===== src/rtl/pid_pkg.sv =====
// Shared constants and types for the PID sequencer and its coefficient bank.
package pid_pkg;

    localparam int PID_NSTATES   = 8;
    localparam int PID_STATE_OUT = 7;
    localparam int PID_SW        = $clog2(PID_NSTATES);
    localparam int PID_CW        = 6;

    // Coefficient select encoding on the configuration bus.
    typedef enum logic [1:0] {
        SEL_KP   = 2'd0,
        SEL_KI   = 2'd1,
        SEL_KD   = 2'd2,
        SEL_NONE = 2'd3
    } pid_sel_e;

    // Signed shift amount as stored in the coefficient banks.
    typedef logic signed [PID_CW-1:0] pid_coef_t;

endpackage


===== src/rtl/pid_coef_bank.sv =====
// Per-channel KP/KI/KD storage: a shadow bank written by the bus and an
// active bank read by the datapath, copied across only on commit.
module pid_coef_bank
    import pid_pkg::*;
#(
    parameter int aw     = 1,
    parameter int cw     = PID_CW,
    parameter int KP_DEF = 1,
    parameter int KI_DEF = 0,
    parameter int KD_DEF = 0
) (
    input  logic                 clk_pid,
    input  logic                 reset_n,
    input  logic                 we_i,
    input  logic [aw-1:0]        ch_i,
    input  logic [1:0]           sel_i,
    input  logic signed [cw-1:0] data_i,
    input  logic                 commit_i,
    input  logic [aw-1:0]        rd_ch_i,
    output logic signed [cw-1:0] kp_o,
    output logic signed [cw-1:0] ki_o,
    output logic signed [cw-1:0] kd_o,
    output logic                 pending_o
);

    localparam int AN = 1 << aw;

    logic signed [cw-1:0] kp_sh_q [AN];
    logic signed [cw-1:0] ki_sh_q [AN];
    logic signed [cw-1:0] kd_sh_q [AN];
    logic signed [cw-1:0] kp_ac_q [AN];
    logic signed [cw-1:0] ki_ac_q [AN];
    logic signed [cw-1:0] kd_ac_q [AN];
    logic                 pending_q;

    // Shadow writes, active-bank commit and the pending flag.
    always_ff @(posedge clk_pid or negedge reset_n) begin
        if (!reset_n) begin
            // NOTE: both banks are reset element by element because the
            // default coefficients are visible to the datapath right after reset.
            for (int i = 0; i < AN; i++) begin
                kp_sh_q[i] <= cw'(KP_DEF);
                ki_sh_q[i] <= cw'(KI_DEF);
                kd_sh_q[i] <= cw'(KD_DEF);
                kp_ac_q[i] <= cw'(KP_DEF);
                ki_ac_q[i] <= cw'(KI_DEF);
                kd_ac_q[i] <= cw'(KD_DEF);
            end
            pending_q <= 1'b0;
        end else begin
            // NOTE: non-blocking assignments make the commit copy the shadow
            // values from before a write landing in the same cycle.
            if (commit_i && pending_q) begin
                for (int i = 0; i < AN; i++) begin
                    kp_ac_q[i] <= kp_sh_q[i];
                    ki_ac_q[i] <= ki_sh_q[i];
                    kd_ac_q[i] <= kd_sh_q[i];
                end
                pending_q <= 1'b0;
            end
            // A write after the commit keeps the flag set for the next boundary.
            if (we_i && (sel_i != SEL_NONE)) begin
                case (sel_i)
                    SEL_KP:  kp_sh_q[ch_i] <= data_i;
                    SEL_KI:  ki_sh_q[ch_i] <= data_i;
                    SEL_KD:  kd_sh_q[ch_i] <= data_i;
                    default: ;
                endcase
                pending_q <= 1'b1;
            end
        end
    end

    assign kp_o      = kp_ac_q[rd_ch_i];
    assign ki_o      = ki_ac_q[rd_ch_i];
    assign kd_o      = kd_ac_q[rd_ch_i];
    assign pending_o = pending_q;

endmodule


===== src/rtl/pid_sequencer.sv =====
// Slot-timed sequencer for the shared PID datapath: walks every channel
// through the 8 calculation states and commits coefficients per iteration.
module pid_sequencer
    import pid_pkg::*;
#(
    parameter int aw     = 1,
    parameter int cw     = PID_CW,
    parameter int dw     = 12,
    parameter int KP_DEF = 1,
    parameter int KI_DEF = 0,
    parameter int KD_DEF = 0
) (
    input  logic                  clk_pid,
    input  logic                  reset_n,
    input  logic                  enable,
    input  logic [dw-1:0]         div,
    input  logic [(1<<aw)-1:0]    ch_en,
    input  logic                  cfg_we,
    input  logic [aw-1:0]         cfg_ch,
    input  logic [1:0]            cfg_sel,
    input  logic signed [cw-1:0]  cfg_data,
    output logic [aw-1:0]         a,
    output logic [PID_SW-1:0]     state,
    output logic                  calc,
    output logic                  ce,
    output logic signed [cw-1:0]  KP,
    output logic signed [cw-1:0]  KI,
    output logic signed [cw-1:0]  KD,
    output logic                  iter_done,
    output logic                  cfg_pending
);

    logic [dw-1:0]     timer_q, timer_d;
    logic [dw-1:0]     last_q, last_d;     // L-1 of the running slot
    logic [aw-1:0]     a_q, a_d;
    logic [PID_SW-1:0] state_q, state_d;
    logic              on_q, on_d;         // channel enable seen at slot start

    logic              run;
    logic [dw-1:0]     eff_div;
    logic              slot_end;
    logic              last_slot;

    // Strobes are gated by reset_n so they drop the moment reset asserts.
    assign run       = enable & reset_n;
    assign eff_div   = (div == '0) ? dw'(1) : div;
    // Timer 0 can never be the last cycle because a slot is at least 2 clocks.
    assign slot_end  = (timer_q != '0) && (timer_q == last_q);
    assign last_slot = (state_q == PID_SW'(PID_STATE_OUT)) && (a_q == '1);

    // Next-state for the slot timer and the (state, channel) position.
    always_comb begin
        // NOTE: every variable gets its hold value first so no path infers a latch.
        timer_d = timer_q;
        last_d  = last_q;
        a_d     = a_q;
        state_d = state_q;
        on_d    = on_q;
        if (run) begin
            if (timer_q == '0) begin
                last_d = eff_div;
                on_d   = ch_en[a_q];
            end
            if (slot_end) begin
                timer_d = '0;
                a_d     = a_q + aw'(1);
                if (a_q == '1) begin
                    state_d = state_q + PID_SW'(1);
                end
            end else begin
                timer_d = timer_q + dw'(1);
            end
        end
    end

    // Sequencer state registers.
    always_ff @(posedge clk_pid or negedge reset_n) begin
        if (!reset_n) begin
            timer_q <= '0;
            last_q  <= dw'(1);
            a_q     <= '0;
            state_q <= '0;
            on_q    <= 1'b0;
        end else begin
            timer_q <= timer_d;
            last_q  <= last_d;
            a_q     <= a_d;
            state_q <= state_d;
            on_q    <= on_d;
        end
    end

    assign a         = a_q;
    assign state     = state_q;
    assign calc      = run && (timer_q == '0) && ch_en[a_q];
    assign ce        = run && (timer_q == dw'(1)) && (state_q == PID_SW'(PID_STATE_OUT)) && on_q;
    assign iter_done = run && slot_end && last_slot;

    pid_coef_bank #(
        .aw     (aw),
        .cw     (cw),
        .KP_DEF (KP_DEF),
        .KI_DEF (KI_DEF),
        .KD_DEF (KD_DEF)
    ) u_bank (
        .clk_pid   (clk_pid),
        .reset_n   (reset_n),
        .we_i      (cfg_we),
        .ch_i      (cfg_ch),
        .sel_i     (cfg_sel),
        .data_i    (cfg_data),
        .commit_i  (iter_done),
        .rd_ch_i   (a_q),
        .kp_o      (KP),
        .ki_o      (KI),
        .kd_o      (KD),
        .pending_o (cfg_pending)
    );

endmodule

===== config.mk =====
export PLATFORM = sky130hd
export DESIGN_NAME = pid_sequencer
export DESIGN_NICKNAME = d
export VERILOG_FILES = /design/src/rtl/pid_pkg.sv /design/src/rtl/pid_coef_bank.sv /design/src/rtl/pid_sequencer.sv
export SDC_FILE = /design/constraint.sdc
export NUM_CORES = 1
export LEC_CHECK = 0
export BUFFER_PORTS_ARGS = -buffer_cell sky130_fd_sc_hd__buf_2
export CAP_MARGIN = 25
export CORE_MARGIN = 5
export CORE_UTILIZATION = 39
export DETAILED_ROUTE_END_ITERATION = 12
export PLACE_DENSITY_LB_ADDON = 0.08
export SETUP_SLACK_MARGIN = 0.5
export SYNTH_ARGS = -nofsm -noshare
export SYNTH_HDL_FRONTEND = slang
export SYNTH_HIERARCHICAL = 1
export SYNTH_SLANG_ARGS = --single-unit

===== constraint.sdc =====
create_clock -name clk_pid -period 4.6 [get_ports clk_pid]
set_clock_uncertainty 0.2 [all_clocks]
set_input_delay 1.15 -clock clk_pid [delete_from_list [all_inputs] [get_ports clk_pid]]
set_output_delay 1.15 -clock clk_pid [all_outputs]
set_load 0.05 [all_outputs]

======== Word level (Yosys, flattened, before mapping) ========
Index checks and enable logic that the tools add are counted.
word-level totals
  flip-flop bits (word level) ............. 102
  input bits .............................. 27
  output and inout port bits .............. 26
  word-level logic and storage cells ...... 77
cells by class
  add/subtract/negate cells ............... 3
  $lt $le $gt $ge ......................... 4
  equality and inequality tests ........... 6
  mux-type cells .......................... 20
  bitwise logic cells ..................... 3
  reduce and logical (&&, ||, !) cells .... 23
operator list
  kind                                                       number
  two-way mux 6 bit                                          10
  bitwise mux 12 bit                                         3
  logical NOT 12 bit                                         2
  two-way mux 12 bit                                         2
  adder 12 x 1 -> 12 bit (second input constant)             1
  == test 12 x 1 -> 1 bit (second input constant)            1
  == test 12 bit                                             1
  logical AND 1 bit                                          12
  nonzero test 12 bit                                        1
  AND reduction 2 bit                                        5
  demux 6 bit (select 1 bit)                                 1
  greater-or-equal comparator 2 bit (second input constant)  2
  two-way mux 1 bit                                          4
  inverter 1 -> 2 bit                                        2
  adder 3 x 1 -> 3 bit (second input constant)               1
  == test 3 bit (second input constant)                      1
  AND reduction 3 bit                                        1
  == test 2 x 1 -> 1 bit (second input constant)             1
  == test 2 bit (second input constant)                      1
  logical NOT 2 bit                                          1
  < comparator 1 x 2 -> 1 bit (second input constant)        1
  < comparator 2 x 1 -> 1 bit (second input constant)        1
  inequality test 2 bit (second input constant)              1
  nonzero test 2 bit                                         1
  2 further kinds                                            2

======== Depth between registers and ports, before layout ========
  depth after elaboration ................. 7
  gate-level depth with buffers ........... 9
  mapped depth without buffers ............ 8

======== Modules after synthesis ========
Netlist, hierarchy kept.
by module, submodules not included
  module         times used  cells an instance  area an instance (µm²)  sequential area each (µm²)
  pid_coef_bank  1           182                3009.1                  1831.8
  pid_sequencer  1           140                1602.8                  726.9

======== Least setup slack after synthesis ========
Ideal clock, no wire load.
  path kind ............................... input to output
  start point ............................. in enable
  end point ............................... out calc
  data arrival time ....................... 2547 ps
  data required time ...................... 3250 ps
  setup slack ............................. 703 ps
  cell stages on the path ................. 5
  path buffers ............................ 1
  cells stage by stage .................... nand2_1 nor3_4 nand3_4 buf_6 nor2_1
on the way
  longest elaborated chain between the ends .. 3
RTL lines
  element                         RTL line             source
  start: declaration              pid_sequencer.sv:15  input logic enable,
  bitwise AND 1 bit               pid_sequencer.sv:45  assign run = enable & reset_n;
  logical AND 1 bit (2 in a row)  pid_sequencer.sv:95  assign calc = run && (timer_q == '0) && ch_en[a_q];
  end: declaration                pid_sequencer.sv:24  output logic calc,
No other way between the ends.

======== Worst setup path after layout ========
  start point ............................. reg timer_q[0]
  end point ............................... out iter_done
on the way
  longest elaborated chain between the ends .. 4
  elaborated cells on any way between the ends .. 5
  classes of those cells .................. 1 x eq/ne; 4 x reduce/logical
RTL lines
  element                                                RTL line             source
  start: declaration                                     pid_sequencer.sv:33  logic [dw-1:0] timer_q, timer_d;
  start signal: assignment                               pid_sequencer.sv:85  timer_q <= timer_d;
  == test 12 bit or nonzero test 12 bit (tied branches)  pid_sequencer.sv:48  assign slot_end = (timer_q != '0) && (timer_q == last_q);
  logical AND 1 bit *                                    pid_sequencer.sv:48
  logical AND 1 bit * (2 in a row)                       pid_sequencer.sv:97  assign iter_done = run && slot_end && last_slot;
  end: declaration                                       pid_sequencer.sv:29  output logic iter_done,
Mark *: on every way between the ends. The rest lies on a longest branch, timed or not.

==> flow_summary_export.csv <==
group,metric,value,unit
outcome,status,"finished clean",
floorplan,die-area,14100,µm²
placed_design,dp_hpwl,6400,µm
global_route,grt.busiest_layer,"met2",
logic_synthesis,ys.flop_type,"dfrtp_1",
logic_synthesis,ys_async_sr_fraction,100,%
logic_synthesis,synthTopCellsByArea,"dfrtp_1, mux2_2, mux2_4",
clocking,post_cts_buffers,0,
logic_synthesis,syn-cell-area,4610,µm²
final_layout,fin_cells,524,
placed_design,port_buffers,52,
power,leakagePower,2.59,nW
power,finalPower,2.03,mW
global_route,grt_pass1_wl,15500,µm
global_route,globalRouteOverflowTotal,0,
timing,tightest_slew,764,ps
floorplan,pin_count,53,
worst_setup_path,cp_max_fo,10,
clocking,cts_buffers,9,
hold_path,hp-class,"reg -> reg",
routing,vias_per_cell,5.06,
logic_synthesis,syn_inst,322,
final_layout,nets,408,
clocking,clock-sinks,102,
worst_setup_path,critPathCaptureType,"output port",
routing,vias,2654,
clocking,cts_max_path_buffers,2,
logic_synthesis,synth_cell_types,43,
floorplan,start_util,40.0,%
timing,timing.hold.ws,294,ps
timing,maxSlewViolCount,0,
final_layout,fillers,1092,
logic_synthesis,yosys_warnings,6,
timing,timing.fmax,0.259,GHz
global_route,grt_pass1_vias,2814,
placed_design,placed_cell_area,5020,µm²
timing,relSlewSlack,49.1,%
placed_design,place_congestion,0.762,
global_route,use_met2,20.9,%
timing,rsz0062_at_grt,"no",
clocking,post_cts_resized,0,
job,cap_viol_max_count,0,
final_layout,final_area,5320,µm²
worst_setup_path,cp-start-kind,"flop",
routing,final_antenna_net_count,0,
timing,min_period,3860,ps
logic_synthesis,synth_largest_area_cell,"dfrtp_1",
power,peakVddDrop,0.000231,V
worst_setup_path,worstSetupPathType,"reg -> out",
floorplan,die_h,119,µm
routing,drtIter0Drc,110,
clocking,cts_hold_buf,0,
global_route,met1_usage,19.9,%
power,p_per_area,382,nW/µm²
routing,first_pass_iters,4,
clocking,ctsHtreeMaxLevel,3,
global_route,met3_usage,4.97,%
floorplan,row_count,39,
floorplan,die_w,119,µm
routing,drc_errors,0,
global_route,grt_start_max_net_pins,63,
routing,drt-total-wl,9260,µm
clocking,path_clk_slew,70,ps
placed_design,placedCellCount,508,
final_layout,area_delta_synth_final,15.3,%
logic_synthesis,synth_seq_cells,102,
timing,period_share,83.9,%
timing,hold_violations,0,
logic_synthesis,avgSynthCellArea,14.3,µm²
clocking,clock_latency,350,ps
logic_synthesis,synth_top_area_share,52.6,%
timing,setup_violations,0,
logic_synthesis,synth_fp_nets,354,
logic_synthesis,synth_edf_count,0,
final_layout,layout_commonest_cell,"dfrtp_1",
final_layout,drive_gt1_share,50.1,%
worst_setup_path,crit_required,3250,ps
clocking,cts_tree,"built",
global_route,grt_usage,14.2,%
worst_setup_path,worstPathArrival,2510,ps
final_layout,diodes,0,
final_layout,layout_common_cells,"dfrtp_1, mux2_2, buf_2, xnor2_1, mux2_4",
logic_synthesis,synth-seq-area-share,55.5,%
timing,tns,0,ps
floorplan,core_area,11500,µm²
clocking,clock-root-buffer,"clkbuf_16",
global_route,antenna_found_initial,0,
routing,routedWlPerCell,17.7,µm
[Yosys cell counts, types with 2 or more instances]
cell and n:
nand4_1 7, nand4b_1 2, nor4_1 2, and3_1 6
mux2_4 12, o21ai_0 4, nor4bb_1 2, dfstp_2 5
nor2b_1 2, nor2_1 8, inv_1 3, xnor2_1 13
a21o_1 3, nor3_1 2, a22o_1 3, nand3_1 3
xor2_1 6, ha_1 5, or4_4 2, or3_1 2
mux2_2 92, buf_2 10, dfrtp_1 97, a21oi_1 3
clkbuf_1 2, nand2_1 9
[power breakdown]
group          switching, mW  total [mW]  internal (mW)
registers             0.0742        1.06          0.987
clock network          0.327       0.764          0.437
logic                 0.0950       0.210          0.115
[path summary, 6_finish.rpt]
check,to,slack (ps),depth (start not counted),from
max in group asynchronous,timer_q[9],2360,3,reset_n
min reg2reg,last_q[0],290,2,last_q[0]
max,iter_done,740,7,timer_q[0]
min in group asynchronous,timer_q[6],680,2,reset_n
max reg2reg,u_bank/kp_ac_q[2],1530,9,timer_q[0]
min,last_q[0],290,2,last_q[0]
[sequential cells by signal, indices dropped and copies added (netlist names)]
signal            cells
last_q               12
timer_q              12
u_bank/kd_ac_q       12
u_bank/kd_sh_q       12
u_bank/ki_ac_q       12
u_bank/ki_sh_q       12
u_bank/kp_ac_q       12
u_bank/kp_sh_q       12
state                 3
a                     1
on_q                  1
u_bank/pending_o      1
[layer usage]
metal  up-vias  wire (µm)
li1       1267          -
met1      1338       4660
met2        38       4150
met3        11        343
met4         0        110
met5         -          0
[cells by family (layout without fill, tap and decap cells)]
group,count (synthesis),in the layout,share of synthesized area (%)
compound gates,15,15,2.09
xor+xnor,19,19,3.61
fa+ha+maj,5,5,1.36
buf+inv,18,77,2.01
flops,102,102,55.5
mux,105,105,26.6
simple gates,58,58,8.87
[area by class of cell]
cell class / count / area, µm² / area share [%]
Clock buffer: 11 / 243 / 4.56
Inverter: 3 / 11.3 / 0.212
Multi-Input combinational cell: 202 / 1960 / 36.9
Timing Repair Buffer: 58 / 308 / 5.79
Clock inverter: 5 / 58.8 / 1.11
Tap cell: 143 / 179 / 3.36
Sequential cell: 102 / 2560 / 48.1
[critical path, stage by stage, from the launching register on]
cell and delay [ps]:
dfrtp_1 430, inv_1 90, ha_1 240, or3b_2 210, nor3_2 50, nor4_4 520, and4_1 340, buf_2 290
[through the flow]
stage          setup WS, ps  util (%)
5_1_grt                 577      46.2
3_3_place_gp            791      43.6
4_1_cts                 697      46.2
2_1_floorplan           703         -
6_report                742      46.2
3_5_place_dp            787      43.6
(Power assumes the default switching activity.)
